<file path="src/rtl/rd_port_arbiter_if.sv">
// ----------------------------------------------------------------------------
// rd_port_arbiter_if
//
// Bundles every handshake and bus signal of rd_port_arbiter. The signal names
// keep the arbiter's point of view: *_i are driven into the arbiter and *_o
// are driven by it.
//
// Handshake rule, used on all three channels (requester address,
// register-file address, response): a transfer happens in a cycle where valid
// and ready are both high. The arbiter's valid and ready outputs are
// combinational, so a transfer can complete in the same cycle the request
// appears.
//
// Signal groups:
//   req_*      NUM_REQ requester address channels. Addresses are packed;
//              requester k uses [k*ADDR_W +: ADDR_W]. req_last_i marks the
//              final beat of a burst.
//   rd_addr_*  shared read-address port to the register file.
//   rd_data_*  in-order read data returning from the register file.
//   rsp_*      response channel to the requesters. rsp_valid_o is one-hot
//              and rsp_data_o is shared by all requesters.
//   busy_o     a burst lock is held or reads are outstanding.
//   err_o      sticky flag: read data arrived with no read outstanding.
//
// Modports:
//   slave   the arbiter side.
//   master  the requesters and register file, or a testbench standing in
//           for them.
// ----------------------------------------------------------------------------
interface rd_port_arbiter_if #(
  parameter int NUM_REQ = 4,
  parameter int ADDR_W  = 8,
  parameter int DATA_W  = 32
);
  logic [NUM_REQ-1:0]        req_valid_i;
  logic [NUM_REQ-1:0]        req_ready_o;
  logic [NUM_REQ*ADDR_W-1:0] req_addr_i;
  logic [NUM_REQ-1:0]        req_last_i;

  logic                      rd_addr_valid_o;
  logic                      rd_addr_ready_i;
  logic [ADDR_W-1:0]         rd_addr_o;

  logic                      rd_data_valid_i;
  logic [DATA_W-1:0]         rd_data_i;
  logic                      rd_data_ready_o;

  logic [NUM_REQ-1:0]        rsp_valid_o;
  logic [DATA_W-1:0]         rsp_data_o;
  logic [NUM_REQ-1:0]        rsp_ready_i;

  logic                      busy_o;
  logic                      err_o;

  modport slave (
    input  req_valid_i, req_addr_i, req_last_i,
    input  rd_addr_ready_i,
    input  rd_data_valid_i, rd_data_i,
    input  rsp_ready_i,
    output req_ready_o,
    output rd_addr_valid_o, rd_addr_o,
    output rd_data_ready_o,
    output rsp_valid_o, rsp_data_o,
    output busy_o, err_o
  );

  modport master (
    output req_valid_i, req_addr_i, req_last_i,
    output rd_addr_ready_i,
    output rd_data_valid_i, rd_data_i,
    output rsp_ready_i,
    input  req_ready_o,
    input  rd_addr_valid_o, rd_addr_o,
    input  rd_data_ready_o,
    input  rsp_valid_o, rsp_data_o,
    input  busy_o, err_o
  );
endinterface

</file>
<file path="src/rtl/rd_port_arbiter.sv">
// ----------------------------------------------------------------------------
// rd_port_arbiter
//
// Lets NUM_REQ operand-address sequencers share the single register-file
// read-address port.
//
// Arbitration is round-robin, one burst at a time. Once a requester's first
// beat is accepted, it holds the port until its beat marked last is accepted.
// This keeps the operand reads of one micro-instruction contiguous.
//
// An in-order tag FIFO stores the owner of every issued address. Returning
// read data is steered to the requester at the head of that FIFO.
//
// Both the address path and the response path are purely combinational. The
// only registers are the FSM state, the burst owner, the round-robin pointer,
// the tag FIFO and the error flag.
//
// Ports:
//   clk_i            clock
//   srst_i           synchronous reset, active-high
//   bus              rd_port_arbiter_if.slave (all handshake and bus signals)
//   dbg_locked_o     FSM state: 1 = a burst lock is held
//   dbg_rr_ptr_o     round-robin search start
//   dbg_owner_o      requester holding, or last holding, the burst lock
//   dbg_tag_count_o  number of outstanding reads
// ----------------------------------------------------------------------------
module rd_port_arbiter #(
  parameter  int NUM_REQ   = 4,
  parameter  int ADDR_W    = 8,
  parameter  int DATA_W    = 32,
  parameter  int TAG_DEPTH = 8,
  localparam int SEL_W     = $clog2(NUM_REQ),
  localparam int PTR_W     = $clog2(TAG_DEPTH),
  localparam int CNT_W     = PTR_W + 1
) (
  input  logic                 clk_i,
  input  logic                 srst_i,
  rd_port_arbiter_if.slave     bus,
  output logic                 dbg_locked_o,
  output logic [SEL_W-1:0]     dbg_rr_ptr_o,
  output logic [SEL_W-1:0]     dbg_owner_o,
  output logic [CNT_W-1:0]     dbg_tag_count_o
);

  typedef enum logic {
    ST_IDLE   = 1'b0,
    ST_LOCKED = 1'b1
  } state_t;

  state_t           state_q, state_d;
  logic [SEL_W-1:0] owner_q, owner_d;
  logic [SEL_W-1:0] rr_ptr_q, rr_ptr_d;

  logic [SEL_W-1:0] sel_idle;
  logic             sel_idle_found;
  logic [SEL_W-1:0] sel;
  logic             sel_found;
  logic [SEL_W-1:0] sel_next;
  logic             sel_last;
  logic             fire;

  logic [SEL_W-1:0] tag_mem [TAG_DEPTH];
  logic [PTR_W-1:0] wr_ptr_q;
  logic [PTR_W-1:0] rd_ptr_q;
  logic [CNT_W-1:0] count_q;
  logic             tag_full;
  logic             tag_empty;
  logic [SEL_W-1:0] head;
  logic             push;
  logic             pop;

  logic             err_q;

  // Index 'off' positions after 'base', wrapping at NUM_REQ. NUM_REQ need not
  // be a power of two, so the wrap is explicit rather than relying on
  // pointer overflow.
  function automatic logic [SEL_W-1:0] rr_index(input logic [SEL_W-1:0] base,
                                                input int off);
    int s;
    s = int'(base) + off;
    if (s >= NUM_REQ) s = s - NUM_REQ;
    return SEL_W'(s);
  endfunction

  // Round-robin search: the first valid requester at or after rr_ptr.
  // When no requester is valid, sel_idle falls back to rr_ptr, and
  // sel_idle_found stays low so nothing is granted.
  always_comb begin
    sel_idle       = rr_ptr_q;
    sel_idle_found = 1'b0;
    for (int i = 0; i < NUM_REQ; i++) begin
      if (!sel_idle_found && bus.req_valid_i[rr_index(rr_ptr_q, i)]) begin
        sel_idle       = rr_index(rr_ptr_q, i);
        sel_idle_found = 1'b1;
      end
    end
  end

  // While a burst is locked, only the owner is considered, even if it has
  // dropped valid. There is no preemption.
  assign sel       = (state_q == ST_LOCKED) ? owner_q : sel_idle;
  assign sel_found = (state_q == ST_LOCKED) || sel_idle_found;
  assign sel_last  = bus.req_last_i[sel];
  assign sel_next  = rr_index(sel, 1);

  // Full is taken from the registered count only. A pop in this cycle
  // unblocks a push one cycle later, which keeps the address-valid path
  // independent of the response handshake.
  assign tag_full  = (count_q == CNT_W'(TAG_DEPTH));
  assign tag_empty = (count_q == '0);
  assign head      = tag_mem[rd_ptr_q];

  assign fire = bus.rd_addr_valid_o && bus.rd_addr_ready_i;
  assign push = fire;
  assign pop  = bus.rd_data_valid_i && bus.rd_data_ready_o && !tag_empty;

  // --------------------------------------------------------------------------
  // FSM: state register
  // --------------------------------------------------------------------------
  always_ff @(posedge clk_i) begin
    if (srst_i) begin
      state_q  <= ST_IDLE;
      owner_q  <= '0;
      rr_ptr_q <= '0;
    end else begin
      state_q  <= state_d;
      owner_q  <= owner_d;
      rr_ptr_q <= rr_ptr_d;
    end
  end

  // --------------------------------------------------------------------------
  // FSM: next state. Only an accepted beat changes anything. rr_ptr moves
  // only when a burst ends, to the requester just after the one that
  // finished.
  // --------------------------------------------------------------------------
  always_comb begin
    state_d  = state_q;
    owner_d  = owner_q;
    rr_ptr_d = rr_ptr_q;
    if (fire) begin
      case (state_q)
        ST_IDLE: begin
          if (sel_last) begin
            rr_ptr_d = sel_next;
          end else begin
            state_d = ST_LOCKED;
            owner_d = sel;
          end
        end
        ST_LOCKED: begin
          if (sel_last) begin
            state_d  = ST_IDLE;
            rr_ptr_d = sel_next;
          end
        end
        default: state_d = ST_IDLE;
      endcase
    end
  end

  // --------------------------------------------------------------------------
  // FSM: outputs (address forwarding and response routing)
  // --------------------------------------------------------------------------
  always_comb begin
    bus.req_ready_o     = '0;
    bus.rd_addr_o       = bus.req_addr_i[int'(sel)*ADDR_W +: ADDR_W];
    bus.rd_addr_valid_o = sel_found && bus.req_valid_i[sel] && !tag_full;
    if (sel_found) begin
      bus.req_ready_o[sel] = bus.rd_addr_ready_i && !tag_full;
    end

    // With no read outstanding, data is still accepted so that the
    // register file cannot stall. The data is dropped and err_o records it.
    bus.rsp_valid_o = '0;
    if (!tag_empty) begin
      bus.rsp_valid_o[head] = bus.rd_data_valid_i;
    end
    bus.rd_data_ready_o = tag_empty ? 1'b1 : bus.rsp_ready_i[head];
    bus.rsp_data_o      = bus.rd_data_i;

    bus.busy_o = (state_q == ST_LOCKED) || !tag_empty;
    bus.err_o  = err_q;
  end

  // --------------------------------------------------------------------------
  // Tag FIFO. The pointers wrap naturally because TAG_DEPTH is a power of
  // two. A push and a pop in the same cycle leave the count unchanged.
  // --------------------------------------------------------------------------
  always_ff @(posedge clk_i) begin
    if (srst_i) begin
      wr_ptr_q <= '0;
      rd_ptr_q <= '0;
      count_q  <= '0;
    end else begin
      if (push) wr_ptr_q <= wr_ptr_q + 1'b1;
      if (pop)  rd_ptr_q <= rd_ptr_q + 1'b1;
      case ({push, pop})
        2'b10:   count_q <= count_q + 1'b1;
        2'b01:   count_q <= count_q - 1'b1;
        default: count_q <= count_q;
      endcase
    end
  end

  // The storage needs no reset: entries are only read while the count
  // says they are valid.
  always_ff @(posedge clk_i) begin
    if (push) tag_mem[wr_ptr_q] <= sel;
  end

  // Sticky error flag: read data arrived while no read was outstanding.
  always_ff @(posedge clk_i) begin
    if (srst_i) begin
      err_q <= 1'b0;
    end else if (bus.rd_data_valid_i && tag_empty) begin
      err_q <= 1'b1;
    end
  end

  assign dbg_locked_o    = (state_q == ST_LOCKED);
  assign dbg_rr_ptr_o    = rr_ptr_q;
  assign dbg_owner_o     = owner_q;
  assign dbg_tag_count_o = count_q;

endmodule

</file>
<file path="src/flat_wrapper.sv">
// flat-port wrapper written by rule: the top's interface ports become plain ports
module rd_port_arbiter_flat 
#(
  parameter  int NUM_REQ   = 4,
  parameter  int ADDR_W    = 8,
  parameter  int DATA_W    = 32,
  parameter  int TAG_DEPTH = 8,
  localparam int SEL_W     = $clog2(NUM_REQ),
  localparam int PTR_W     = $clog2(TAG_DEPTH),
  localparam int CNT_W     = PTR_W + 1
)
  (clk_i, srst_i, dbg_locked_o, dbg_rr_ptr_o, dbg_owner_o, dbg_tag_count_o, bus_req_valid_i, bus_req_addr_i, bus_req_last_i, bus_rd_addr_ready_i, bus_rd_data_valid_i, bus_rd_data_i, bus_rsp_ready_i, bus_req_ready_o, bus_rd_addr_valid_o, bus_rd_addr_o, bus_rd_data_ready_o, bus_rsp_valid_o, bus_rsp_data_o, bus_busy_o, bus_err_o);
  rd_port_arbiter_if #(.NUM_REQ(NUM_REQ), .ADDR_W(ADDR_W), .DATA_W(DATA_W)) bus_i ();
  input  logic clk_i;
  input  logic srst_i;
  output logic dbg_locked_o;
  output logic [SEL_W-1:0] dbg_rr_ptr_o;
  output logic [SEL_W-1:0] dbg_owner_o;
  output logic [CNT_W-1:0] dbg_tag_count_o;
  input wire logic [$bits(bus_i.req_valid_i)-1:0] bus_req_valid_i;
  input wire logic [$bits(bus_i.req_addr_i)-1:0] bus_req_addr_i;
  input wire logic [$bits(bus_i.req_last_i)-1:0] bus_req_last_i;
  input wire logic [$bits(bus_i.rd_addr_ready_i)-1:0] bus_rd_addr_ready_i;
  input wire logic [$bits(bus_i.rd_data_valid_i)-1:0] bus_rd_data_valid_i;
  input wire logic [$bits(bus_i.rd_data_i)-1:0] bus_rd_data_i;
  input wire logic [$bits(bus_i.rsp_ready_i)-1:0] bus_rsp_ready_i;
  output wire logic [$bits(bus_i.req_ready_o)-1:0] bus_req_ready_o;
  output wire logic [$bits(bus_i.rd_addr_valid_o)-1:0] bus_rd_addr_valid_o;
  output wire logic [$bits(bus_i.rd_addr_o)-1:0] bus_rd_addr_o;
  output wire logic [$bits(bus_i.rd_data_ready_o)-1:0] bus_rd_data_ready_o;
  output wire logic [$bits(bus_i.rsp_valid_o)-1:0] bus_rsp_valid_o;
  output wire logic [$bits(bus_i.rsp_data_o)-1:0] bus_rsp_data_o;
  output wire logic [$bits(bus_i.busy_o)-1:0] bus_busy_o;
  output wire logic [$bits(bus_i.err_o)-1:0] bus_err_o;
  assign bus_i.req_valid_i = bus_req_valid_i;
  assign bus_i.req_addr_i = bus_req_addr_i;
  assign bus_i.req_last_i = bus_req_last_i;
  assign bus_i.rd_addr_ready_i = bus_rd_addr_ready_i;
  assign bus_i.rd_data_valid_i = bus_rd_data_valid_i;
  assign bus_i.rd_data_i = bus_rd_data_i;
  assign bus_i.rsp_ready_i = bus_rsp_ready_i;
  assign bus_req_ready_o = bus_i.req_ready_o;
  assign bus_rd_addr_valid_o = bus_i.rd_addr_valid_o;
  assign bus_rd_addr_o = bus_i.rd_addr_o;
  assign bus_rd_data_ready_o = bus_i.rd_data_ready_o;
  assign bus_rsp_valid_o = bus_i.rsp_valid_o;
  assign bus_rsp_data_o = bus_i.rsp_data_o;
  assign bus_busy_o = bus_i.busy_o;
  assign bus_err_o = bus_i.err_o;
  rd_port_arbiter #(.NUM_REQ(NUM_REQ), .ADDR_W(ADDR_W), .DATA_W(DATA_W), .TAG_DEPTH(TAG_DEPTH)) u_core (.clk_i(clk_i), .srst_i(srst_i), .bus(bus_i), .dbg_locked_o(dbg_locked_o), .dbg_rr_ptr_o(dbg_rr_ptr_o), .dbg_owner_o(dbg_owner_o), .dbg_tag_count_o(dbg_tag_count_o));
endmodule
</file>
<file path="config.mk">
export PLATFORM = sky130hd
export DESIGN_NAME = rd_port_arbiter_flat
export DESIGN_NICKNAME = d
export VERILOG_FILES = /design/src/rtl/rd_port_arbiter_if.sv /design/src/rtl/rd_port_arbiter.sv /design/src/flat_wrapper.sv
export SDC_FILE = /design/constraint.sdc
export NUM_CORES = 1
export LEC_CHECK = 0
export ABC_AREA = 1
export CORE_MARGIN = 1.5
export CORE_UTILIZATION = 44
export CTS_BUF_LIST = sky130_fd_sc_hd__clkbuf_8
export CTS_CLUSTER_SIZE = 20
export DETAILED_ROUTE_END_ITERATION = 8
export PLACE_DENSITY = 0.89
export SYNTH_ARGS = -nofsm -noshare
export SYNTH_HDL_FRONTEND = slang
export SYNTH_SLANG_ARGS = --single-unit
</file>
<file path="constraint.sdc">
create_clock -name clk_i -period 5.7 [get_ports clk_i]
set_input_delay 0.57 -clock clk_i [delete_from_list [all_inputs] [get_ports clk_i]]
set_output_delay 0.57 -clock clk_i [all_outputs]
set_load 0.01 [all_outputs]
</file>
# After elaboration in Yosys (flattened, before gate mapping)

Memories as Yosys holds them, arrays and structs flattened. A register that Yosys moved wholly into a read port is not among the register bits.
Index checks and enable logic that the tools add are counted.

Memory bits (writable): 16
Word-level logic and storage cells: 107
Input port bits: 80
Memories: 1
Register bits after elaboration: 16
Output and inout port bits: 61

Mux-type cells: 42
Shifts and indexed selects: 1
$lt $le $gt $ge: 13
Equality and inequality tests: 3
Reduce and logical (&&, ||, !) cells: 23
Add/sub/neg operators: 13
Bitwise logic cells: 4

Memories:

| name           | words | bits a word | rd ports | clocked after memory_dff | write ports | RTL line              | source |
|---|---|---|---|---|---|---|---|
| u_core.tag_mem | 8     | 2           | 1        | 1                        | 1           | rd_port_arbiter.sv:62 | `logic [SEL_W-1:0] tag_mem [TAG_DEPTH];` |

Operators with widths:

| operator                                            | number |
|---|---|
| variable part select 32 x 6 -> 8 bit                | 1 |
| 2-to-1 mux 2 bit                                    | 11 |
| < comparator 2 x 3 -> 1 bit, second input constant  | 6 |
| 2-to-1 mux 1 bit                                    | 17 |
| binary-select mux 1 bit (select 2 bit)              | 7 |
| >= comparator 3 bit, second input constant          | 4 |
| logical AND 1 bit                                   | 12 |
| subtractor 2 x 1 -> 2 bit, second input constant    | 5 |
| AND 4 bit                                           | 2 |
| 2-to-1 mux 4 bit                                    | 2 |
| case mux 4 bit (2 select lines)                     | 1 |
| adder 2 x 1 -> 3 bit, second input constant         | 2 |
| adder 2 x 2 -> 3 bit, second input constant         | 2 |
| adder 3 x 1 -> 3 bit, second input constant         | 2 |
| 2-to-1 mux 3 bit                                    | 2 |
| logical NOT 1 bit                                   | 5 |
| adder 4 x 1 -> 4 bit, second input constant         | 1 |
| demux 1 bit (select 2 bit)                          | 2 |
| equality test 4 bit, second input constant          | 1 |
| >= comparator 2 x 1 -> 1 bit, second input constant | 2 |
| logical NOT 4 bit                                   | 1 |
| subtractor 4 x 1 -> 4 bit, second input constant    | 1 |
| >= comparator 2 x 3 -> 1 bit, second input constant | 1 |
| AND reduction 3 bit                                 | 1 |
| 6 further kinds                                     | 8 |

# Depth between registers and ports, before layout

Gate-level depths: netlist of the first run.

Depth in word-level cells: 22
Gate-level depth with buffers: 28
Gate-level depth less buffers: 27

# Worst setup path after synthesis of the first run

OpenSTA, ideal clock, no wires.

Path kind: input -> register
From: in bus_req_valid_i[0]
To: reg u_core.count_q[3] (netlist: u_core.dbg_tag_count_o[3])
Stages on the path: 25
Arrival: 3.107 ns
Data required time: 5.581 ns
Setup slack: 2.474 ns
Library setup time: 0.119 ns
Path buffers: 1
Cells stage by stage: inv_1 > nand2_1 > nand3_1 > nand2_1 > nor2_8 > nand2_1 > nand2_1 > nand3_1 > nand3_1 > nand2_1 > inv_1 > nand2_2 > nand2_4 > nand3_4 > buf_6 > ha_1 > ha_1 > nand2_1 > nor2_1 > a211oi_1 > nor2_1 > nor2_1 > nand2_1 > o21ai_0 > a21oi_1

Longest elaborated chain between the ends: 20
Elaborated cells between the ends (all ways): 33
Classes of those cells: eq/ne (2); mux (20); reduce/logical (11)

RTL lines:

| element                                                               | RTL line               | source |
|---|---|---|
| from (decl)                                                           | flat_wrapper.sv:20     | `input wire logic [$bits(bus_i.req_valid_i)-1:0] bus_req_valid_i;` |
| binary-select mux 1 bit (select 2 bit)                                | rd_port_arbiter.sv:92  | `if (!sel_idle_found && bus.req_valid_i[rr_index(rr_ptr_q, i)]) begin` |
| 2-to-1 mux 1 bit (not written as such)                                | rd_port_arbiter.sv:92  |  |
| 2-to-1 mux 1 bit                                                      | rd_port_arbiter.sv:92  |  |
| logical NOT 1 bit                                                     | rd_port_arbiter.sv:92  |  |
| logical AND 1 bit                                                     | rd_port_arbiter.sv:92  |  |
| 2-to-1 mux 1 bit                                                      | rd_port_arbiter.sv:92  |  |
| logical NOT 1 bit                                                     | rd_port_arbiter.sv:92  |  |
| logical AND 1 bit                                                     | rd_port_arbiter.sv:92  |  |
| [4 not listed]                                                        | -                      |  |
| 2-to-1 mux 2 bit *                                                    | rd_port_arbiter.sv:101 | `assign sel = (state_q == ST_LOCKED) ? owner_q : sel_idle;` |
| net u_core.sel[1]                                                     | rd_port_arbiter.sv:56  | `logic [SEL_W-1:0] sel;` |
| binary-select mux 1 bit (select 2 bit) *                              | rd_port_arbiter.sv:168 | `bus.rd_addr_valid_o = sel_found && bus.req_valid_i[sel] && !tag_full;` |
| 2-to-1 mux 1 bit (not written as such) *                              | rd_port_arbiter.sv:168 |  |
| logical AND 1 bit * (2 in series)                                     | rd_port_arbiter.sv:168 |  |
| logical AND 1 bit *                                                   | rd_port_arbiter.sv:113 | `assign fire = bus.rd_addr_valid_o && bus.rd_addr_ready_i;` |
| equality test 2 x 1 -> 1 bit or equality test 2 bit (tied branches)   | rd_port_arbiter.sv:198 | `case ({push, pop})` |
| case mux 4 bit (2 select lines) or nonzero test 2 bit (tied branches) | -                      |  |
| to (signal assigned)                                                  | rd_port_arbiter.sv:199 | `2'b10: count_q <= count_q + 1'b1;` |
| to (signal assigned)                                                  | rd_port_arbiter.sv:200 | `2'b01: count_q <= count_q - 1'b1;` |
| to (signal assigned)                                                  | rd_port_arbiter.sv:201 | `default: count_q <= count_q;` |
| to (decl)                                                             | rd_port_arbiter.sv:65  | `logic [CNT_W-1:0] count_q;` |

The timed path passes the listed nets; every way through them passes the cells marked *. The select of a mux whose other input is x is not followed.
A chain may end at the register's enable or synchronous reset.

# Final worst setup path of the first run

From: in bus_req_valid_i[2]
To: out bus_req_ready_o[2]

Longest elaborated chain between the ends: 19
Elaborated cells between the ends (all ways): 31
Classes of those cells: order compare (2); mux (20); bitwise (1); reduce/logical (8)

RTL lines:

| element                                                                                           | RTL line               | source |
|---|---|---|
| binary-select mux 1 bit (select 2 bit)                                                            | rd_port_arbiter.sv:92  |  |
| 2-to-1 mux 1 bit (not written as such)                                                            | rd_port_arbiter.sv:92  |  |
| 2-to-1 mux 1 bit                                                                                  | rd_port_arbiter.sv:92  |  |
| logical NOT 1 bit                                                                                 | rd_port_arbiter.sv:92  |  |
| logical AND 1 bit                                                                                 | rd_port_arbiter.sv:92  |  |
| 2-to-1 mux 1 bit                                                                                  | rd_port_arbiter.sv:92  |  |
| logical NOT 1 bit                                                                                 | rd_port_arbiter.sv:92  |  |
| logical AND 1 bit                                                                                 | rd_port_arbiter.sv:92  |  |
| [4 not listed]                                                                                    | -                      |  |
| 2-to-1 mux 2 bit *                                                                                | rd_port_arbiter.sv:101 |  |
| net u_core.sel[1]                                                                                 | rd_port_arbiter.sv:56  |  |
| < comparator 2 x 3 -> 1 bit (not written as such) or >= comparator 2 x 1 -> 1 bit (tied branches) | rd_port_arbiter.sv:170 | `bus.req_ready_o[sel] = bus.rd_addr_ready_i && !tag_full;` |
| logical AND 1 bit                                                                                 | rd_port_arbiter.sv:170 |  |
| 2-to-1 mux 1 bit (not written as such)                                                            | rd_port_arbiter.sv:170 |  |
| demux 1 bit (select 2 bit) *                                                                      | -                      |  |
| AND 4 bit (no line) *                                                                             | -                      |  |
| 2-to-1 mux 4 bit *                                                                                | rd_port_arbiter.sv:169 | `if (sel_found) begin` |
| to (decl)                                                                                         | flat_wrapper.sv:27     | `output wire logic [$bits(bus_i.req_ready_o)-1:0] bus_req_ready_o;` |

Marked as above.

==> impl_metrics.json, run 1 <==
{
  "status": "finished clean",
  "holdBufCountCts": 0,
  "layout-drive-gt1-share": 0.07538,
  "critPathCaptureType": "output pin",
  "timing.final.crit_share": 0.7764,
  "worstSetupStartpointType": "primary input",
  "synth.cell_area_um2": 2613,
  "seq_area_frac_synth": 0.3295,
  "timing.fmax_mhz": 226.0,
  "worstPathCellList": "clkdlybuf4s50_1, nand2_1, nand2_1, nand2_2, nand2_4, nand2_1, nand2_1, nand2_1, nand2_1, nand3_1, nand3_1, nand2_1, inv_1, ha_1, nor3b_1, clkdlybuf4s50_1",
  "grt_pass1_vias": 2306,
  "tightest_slew_ps": 692.5,
  "synth_area_leader_cell": "edfxtp_1",
  "muxShareOfSynthArea": 0,
  "stdcell_count": 470,
  "drtIter0Drc": 218,
  "h-tree-depth": 2,
  "diodes": 0,
  "pwr_density_cell_nw_per_um2": 652.2,
  "nets": 487,
  "synth_cells": 355,
  "hold_viol": 0,
  "post_dp_cell_area_um2": 3156,
  "setup-tns-final_ps": 0,
  "synth_fa_ha_area_frac": 0.05077,
  "synth_edf_count": 16,
  "drv_cap": 0,
  "slew_viol_final": 0,
  "start_util": 0.4659,
  "fin_ws_ps": 1275,
  "crit_required_ps": 5130,
  "gp_congestion": 0.8962,
  "setup_violations": 0,
  "critical_path_class": "in -> out",
  "post_cts_buffers": 0,
  "dp_cells": 462,
  "ys_types": 38,
  "netlist.area_leader.share": 0.1839,
  "via_per_inst": 5.149,
  "die_width_um": 80.06,
  "wl_per_cell_um": 13.96,
  "syn_area_per_cell_um2": 7.359,
  "synth-seq-cells": 35,
  "stdcell_area_um2": 3237,
  "yosys.area_share.simple": 0.3367,
  "crit_top_cell": "nand2_1",
  "dr.pass1.iters": 4,
  "hpwl_um": 5046,
  "synth_compound_area_frac": 0.1121,
  "port_buffers": 76,
  "grt_pass1_wl_um": 10410,
  "cpPeakStageDelay_ps": 600,
  "rsz0062_at_grt": "no",
  "finalClockSkew_ps": 9.706,
  "clk_transition_reported_paths_ps": 60,
  "ys_warn_count": 0,
  "grt_max_degree": 27,
  "antenna_found_initial": 0,
  "antenna_left": 0,
  "hold_path_class": "reg -> reg",
  "synthFlopType": "dfxtp_1",
  "post-route-min-period_ps": 4425,
  "grt.overflow.total": 0,
  "arrival_ps": 3860,
  "row_count": 27,
  "leakage_nw": 1.358,
  "worst_path_max_delay_cell": "clkdlybuf4s50_1",
  "boundaryPins": 141,
  "synthTopCellsByArea": "edfxtp_1 (18%), dfxtp_1 (15%), nand2_1 (14%)",
  "cts_resized": 0,
  "fp.dieH_um": 80.06,
  "wl_um": 6562,
  "yosysMostFrequentCell": "nand2_1",
  "final_util": 0.5772,
  "drc_errors": 0,
  "synth_top_family_by_area": "simple AND/OR/NAND/NOR gates",
  "cts.path.max_buffers": 2,
  "cts.sinks": 35,
  "synth_commonest_cells": "nand2_1 (97), buf_4 (34), nor2_1 (32)",
  "dieArea_um2": 6409,
  "numCtsBuffers": 5,
  "vdd_drop_max_v": 0.0004583,
  "synth_fp_nets": 445,
  "synthArstFlopShare": 0,
  "critical-path-top-delay-family": "buffers and inverters",
  "synth_xor_area_frac": 0.006705,
  "cts-root-buf": "clkbuf_8",
  "critPathMaxFanout": 21,
  "max_slew_margin": 0.5372,
  "area_delta_synth_final_pct": 23.90,
  "coreArea_um2": 5608,
  "worstSkewPairLatency_ps": 300,
  "crit_buf_inv": 3,
  "cts_tree": "yes",
  "pre_cts_ws_ps": 1064,
  "holdWs_ps": 453.6,
  "vias": 2420,
  "total_power_mw": 2.111,
  "gr-usage-all-layers": 0.2076
}
## area by class of cell
cell class | count | area, um^2
fillers | 521 | 2371
multi-input cells | 247 | 1323
flip-flops and latches | 35 | 860.8
repair buffers | 76 | 760.7
inverters | 32 | 121.4
well taps | 72 | 90.09
clock buffers | 5 | 68.82
clock inverters | 3 | 12.51
## metal layers
metal | track usage | vias up | wire length, um
li1 | - | 1226 | -
met1 | 0.2525 | 1099 | 2766
met2 | 0.3471 | 74 | 3322
met3 | 0.04773 | 21 | 333
met4 | 0.09310 | 0 | 140
met5 | 0 | - | 0
## final timing paths
kind	start	end	slack (ps)	cells after the start
max	bus_req_valid_i[2]	bus_req_ready_o[2]	1270	16
min	u_core.bus.err_o	u_core.bus.err_o	450	2
max reg2reg	u_core.dbg_rr_ptr_o[0]	u_core.dbg_tag_count_o[3]	1420	22
min reg2reg	u_core.bus.err_o	u_core.bus.err_o	450	2
## where the power goes
| part | internal (mW) | leakage [nW] | switching, mW | total, mW |
|---|---|---|---|---|
| logic | 0.630 | 1.01 | 0.897 | 1.53 |
| registers | 0.359 | 0.301 | 0.0527 | 0.411 |
| clock network | 0.0821 | 0.0468 | 0.0898 | 0.172 |
## state kept, by name (all words and copies together) (netlist names), named ones only
register                flops
u_core.tag_mem             16
u_core.dbg_tag_count_o      4
u_core.rd_ptr_q             3
u_core.wr_ptr_q             3
u_core.dbg_owner_o          2
u_core.dbg_rr_ptr_o         2
u_core.bus.err_o            1
u_core.dbg_locked_o         1
## placed cells by master (no fill, tap or decap), drive strengths merged, types with 2 or more instances in the layout
cell,Yosys,layout
o21ai,15,15
clkbuf,1,5
o32ai,2,2
clkinv,1,3
a32oi,8,8
inv,31,32
o211ai,2,2
nor2,33,33
nor3,9,9
nor3b,5,5
ha,9,9
edfxtp,16,16
clkdlybuf4s50,0,76
nand4,3,3
and2,2,2
a21oi,20,20
dfxtp,19,19
nand2,107,107
nand3,24,24
or2,2,2
## worst register-to-register path: stages, from the launching register on
cell and delay (ps):
dfxtp_1 570, inv_2 170, nand2_1 110, nand2_2 80, o21ai_1 300, nand3_2 130
nand3_1 100, nand3_1 80, nand2_1 530, inv_1 360, nand2_2 180, nand2_4 70
nand3_4 140, ha_1 230, ha_1 280, nand2_1 80, nor2_1 40, a211oi_1 240
nor2_1 70, nor2_1 100, nand2_1 70, o21ai_0 170, a21oi_1 50
## cells by family after synthesis
| logic type | after synthesis |
|---|---|
| fa+ha+maj | 10 |
| flops | 35 |
| compound gates | 49 |
| simple gates | 186 |
| buf+inv | 73 |
| xor+xnor | 2 |
Note: power is estimated with default switching activity, not from simulation.
==> run 2, diff against run 1 <==
CORE_UTILIZATION = 41   (was 44)
PLACE_DENSITY = 0.84   (was 0.89)
clock period = 4.2 ns   (was 5.7 ns; I/O delays follow)
==> impl_metrics.json, run 2 (same netlist as run 1, synthesis figures left out) <==
{
  "status": "finished clean",
  "antenna_found_initial": 0,
  "drtIter0Drc": 104,
  "worstSkewPairLatency_ps": 280,
  "power.internal_mw": 1.559,
  "setup-tns-final_ps": 0,
  "cpPeakStageDelay_ps": 590,
  "worstPathCellList": "inv_2, nand2_1, nand2_1, nand2_2, nand2_4, nor2_8, nand3_2, nand2_1, nand2_1, nand2_2, nand2_2, clkinv_2, ha_1, nor3b_1, clkdlybuf4s50_1",
  "diodes": 0,
  "dieArea_um2": 6860,
  "rsz0062_at_grt": "no",
  "crit_required_ps": 3780,
  "worst_path_max_delay_cell": "clkdlybuf4s50_1",
  "antenna_left": 0,
  "regMostFlops": "u_core.tag_mem",
  "gr-usage-all-layers": 0.1712,
  "drc_errors": 0,
  "p_comb_frac": 0.713,
  "row_count": 28,
  "pwr_density_cell_nw_per_um2": 887.4,
  "nets": 490,
  "dr.pass1.iters": 5,
  "mostFrequentLayoutCells": "nand2_1 (97), clkdlybuf4s50_1 (76), nor2_1 (32)",
  "wl_per_cell_um": 12.48,
  "finalClockSkew_ps": 8.083,
  "holdBufCountCts": 0,
  "numCtsBuffers": 5,
  "grt_pass1_vias": 2296,
  "area_delta_synth_final_pct": 25.86,
  "p_sw_mw": 1.359,
  "cts_resized": 0,
  "dp_cells": 468,
  "hpwl_um": 4711,
  "swShare": 0.4658,
  "layout-drive-gt1-share": 0.08229,
  "setup_violations": 0,
  "port_buffers": 76,
  "cts_tree": "yes",
  "critPathMaxFanout": 26,
  "tightest_slew_ps": 420.6,
  "hold_path_class": "reg -> reg",
  "gp_congestion": 0.9357,
  "cts.path.max_buffers": 2,
  "critical_path_class": "reg -> out",
  "boundaryPins": 141,
  "post_cts_buffers": 0,
  "cts.sinks": 35,
  "worstSetupStartpointType": "flop",
  "hold_viol": 0,
  "die_width_um": 82.83,
  "cts-root-buf": "clkbuf_8",
  "clk_transition_reported_paths_ps": 70,
  "vdd_drop_max_v": 0.0005581,
  "via_per_inst": 4.975,
  "clockPowerShare": 0.098,
  "grt.overflow.total": 0,
  "timing.final.crit_share": 0.8940,
  "grt_max_degree": 27,
  "drv_cap": 0,
  "vias": 2368,
  "wl_um": 5941,
  "slew_viol_final": 0,
  "grt_pass1_wl_um": 9963,
  "h-tree-depth": 2,
  "coreArea_um2": 6026,
  "leakage_nw": 1.386,
  "crit_buf_inv": 3,
  "pwr-share-seq": 0.190,
  "arrival_ps": 3330,
  "start_util": 0.4336,
  "timing.fmax_mhz": 266.3,
  "stdcell_count": 476,
  "fp.dieH_um": 82.83,
  "post-route-min-period_ps": 3755,
  "crit_top_cell": "nand2_1",
  "max_slew_margin": 0.7174,
  "r2r_slack_ps": 510,
  "critical-path-top-delay-family": "simple AND/OR/NAND/NOR gates",
  "critPathCaptureType": "output pin",
  "final_common_cell": "nand2_1",
  "largest_reg_flops": 16
}
==> run 2: cell types whose count changed in the layout (fill, tap and decap cells not counted), sizes merged <==
cell,change
clkinv,-2
inv,+1
bufinv,+1
buf,+3
==> run 2: worst paths after layout <==
| kind | from | endpoint | cells after the start |
|---|---|---|---|
| max reg2reg | u_core.dbg_rr_ptr_o[0] | u_core.dbg_tag_count_o[3] | 25 |
| min reg2reg | u_core.bus.err_o | u_core.bus.err_o | 2 |
| max | u_core.dbg_rr_ptr_o[0] | bus_req_ready_o[1] | 15 |
| min | u_core.bus.err_o | u_core.bus.err_o | 2 |
==> run 2: per-layer routing <==
layer  GRT usage  wire length, um  up-vias
li1            -                -     1230
met1      0.2113             2636     1061
met2      0.2956             2933       64
met3     0.03380              281       13
met4     0.06212               89        0
met5           0                0        -
==> run 2: power groups by stage <==
| stage | sequential (mW) | combinational [mW] | clock, mW |
|---|---|---|---|
| 2_1_floorplan | 0.546 | 1.41 | 0 |
| 3_5_place_dp | 0.560 | 2.08 | 0 |
| 5_1_grt | 0.567 | 2.31 | 0.308 |
| 3_3_place_gp | 0.559 | 2.04 | 0 |
| 6_report | 0.553 | 2.08 | 0.285 |
| 4_1_cts | 0.554 | 2.10 | 0.290 |
==> run 2: worst min-delay path: stages (launching register included) <==
cell and delay (ps):
dfxtp_1 310, inv_1 50, a21oi_1 50
==> run 2: layout make-up <==
cell class,count,area (um^2)
well taps,75,93.84
multi-input cells,247,1323
clock inverters,3,37.54
inverters,32,121.4
repair buffers,79,783.3
flip-flops and latches,35,860.8
clock buffers,5,68.82
fillers,557,2738
==> run 2: stage by stage <==
step                instance area [um^2]  power [mW]  hold slack (ps)  setup WS, ps    util
floorplan                           2613       1.961            442.3          1013       -
global placement                    3182       2.601            439.8         481.5  0.5280
detailed placement                  3182       2.640            450.0         320.2  0.5280
CTS                                 3288       2.940            459.9         457.6  0.5457
global route                        3288       3.189            497.5         107.3  0.5457
finish                              3288       2.918            456.7         445.2  0.5457
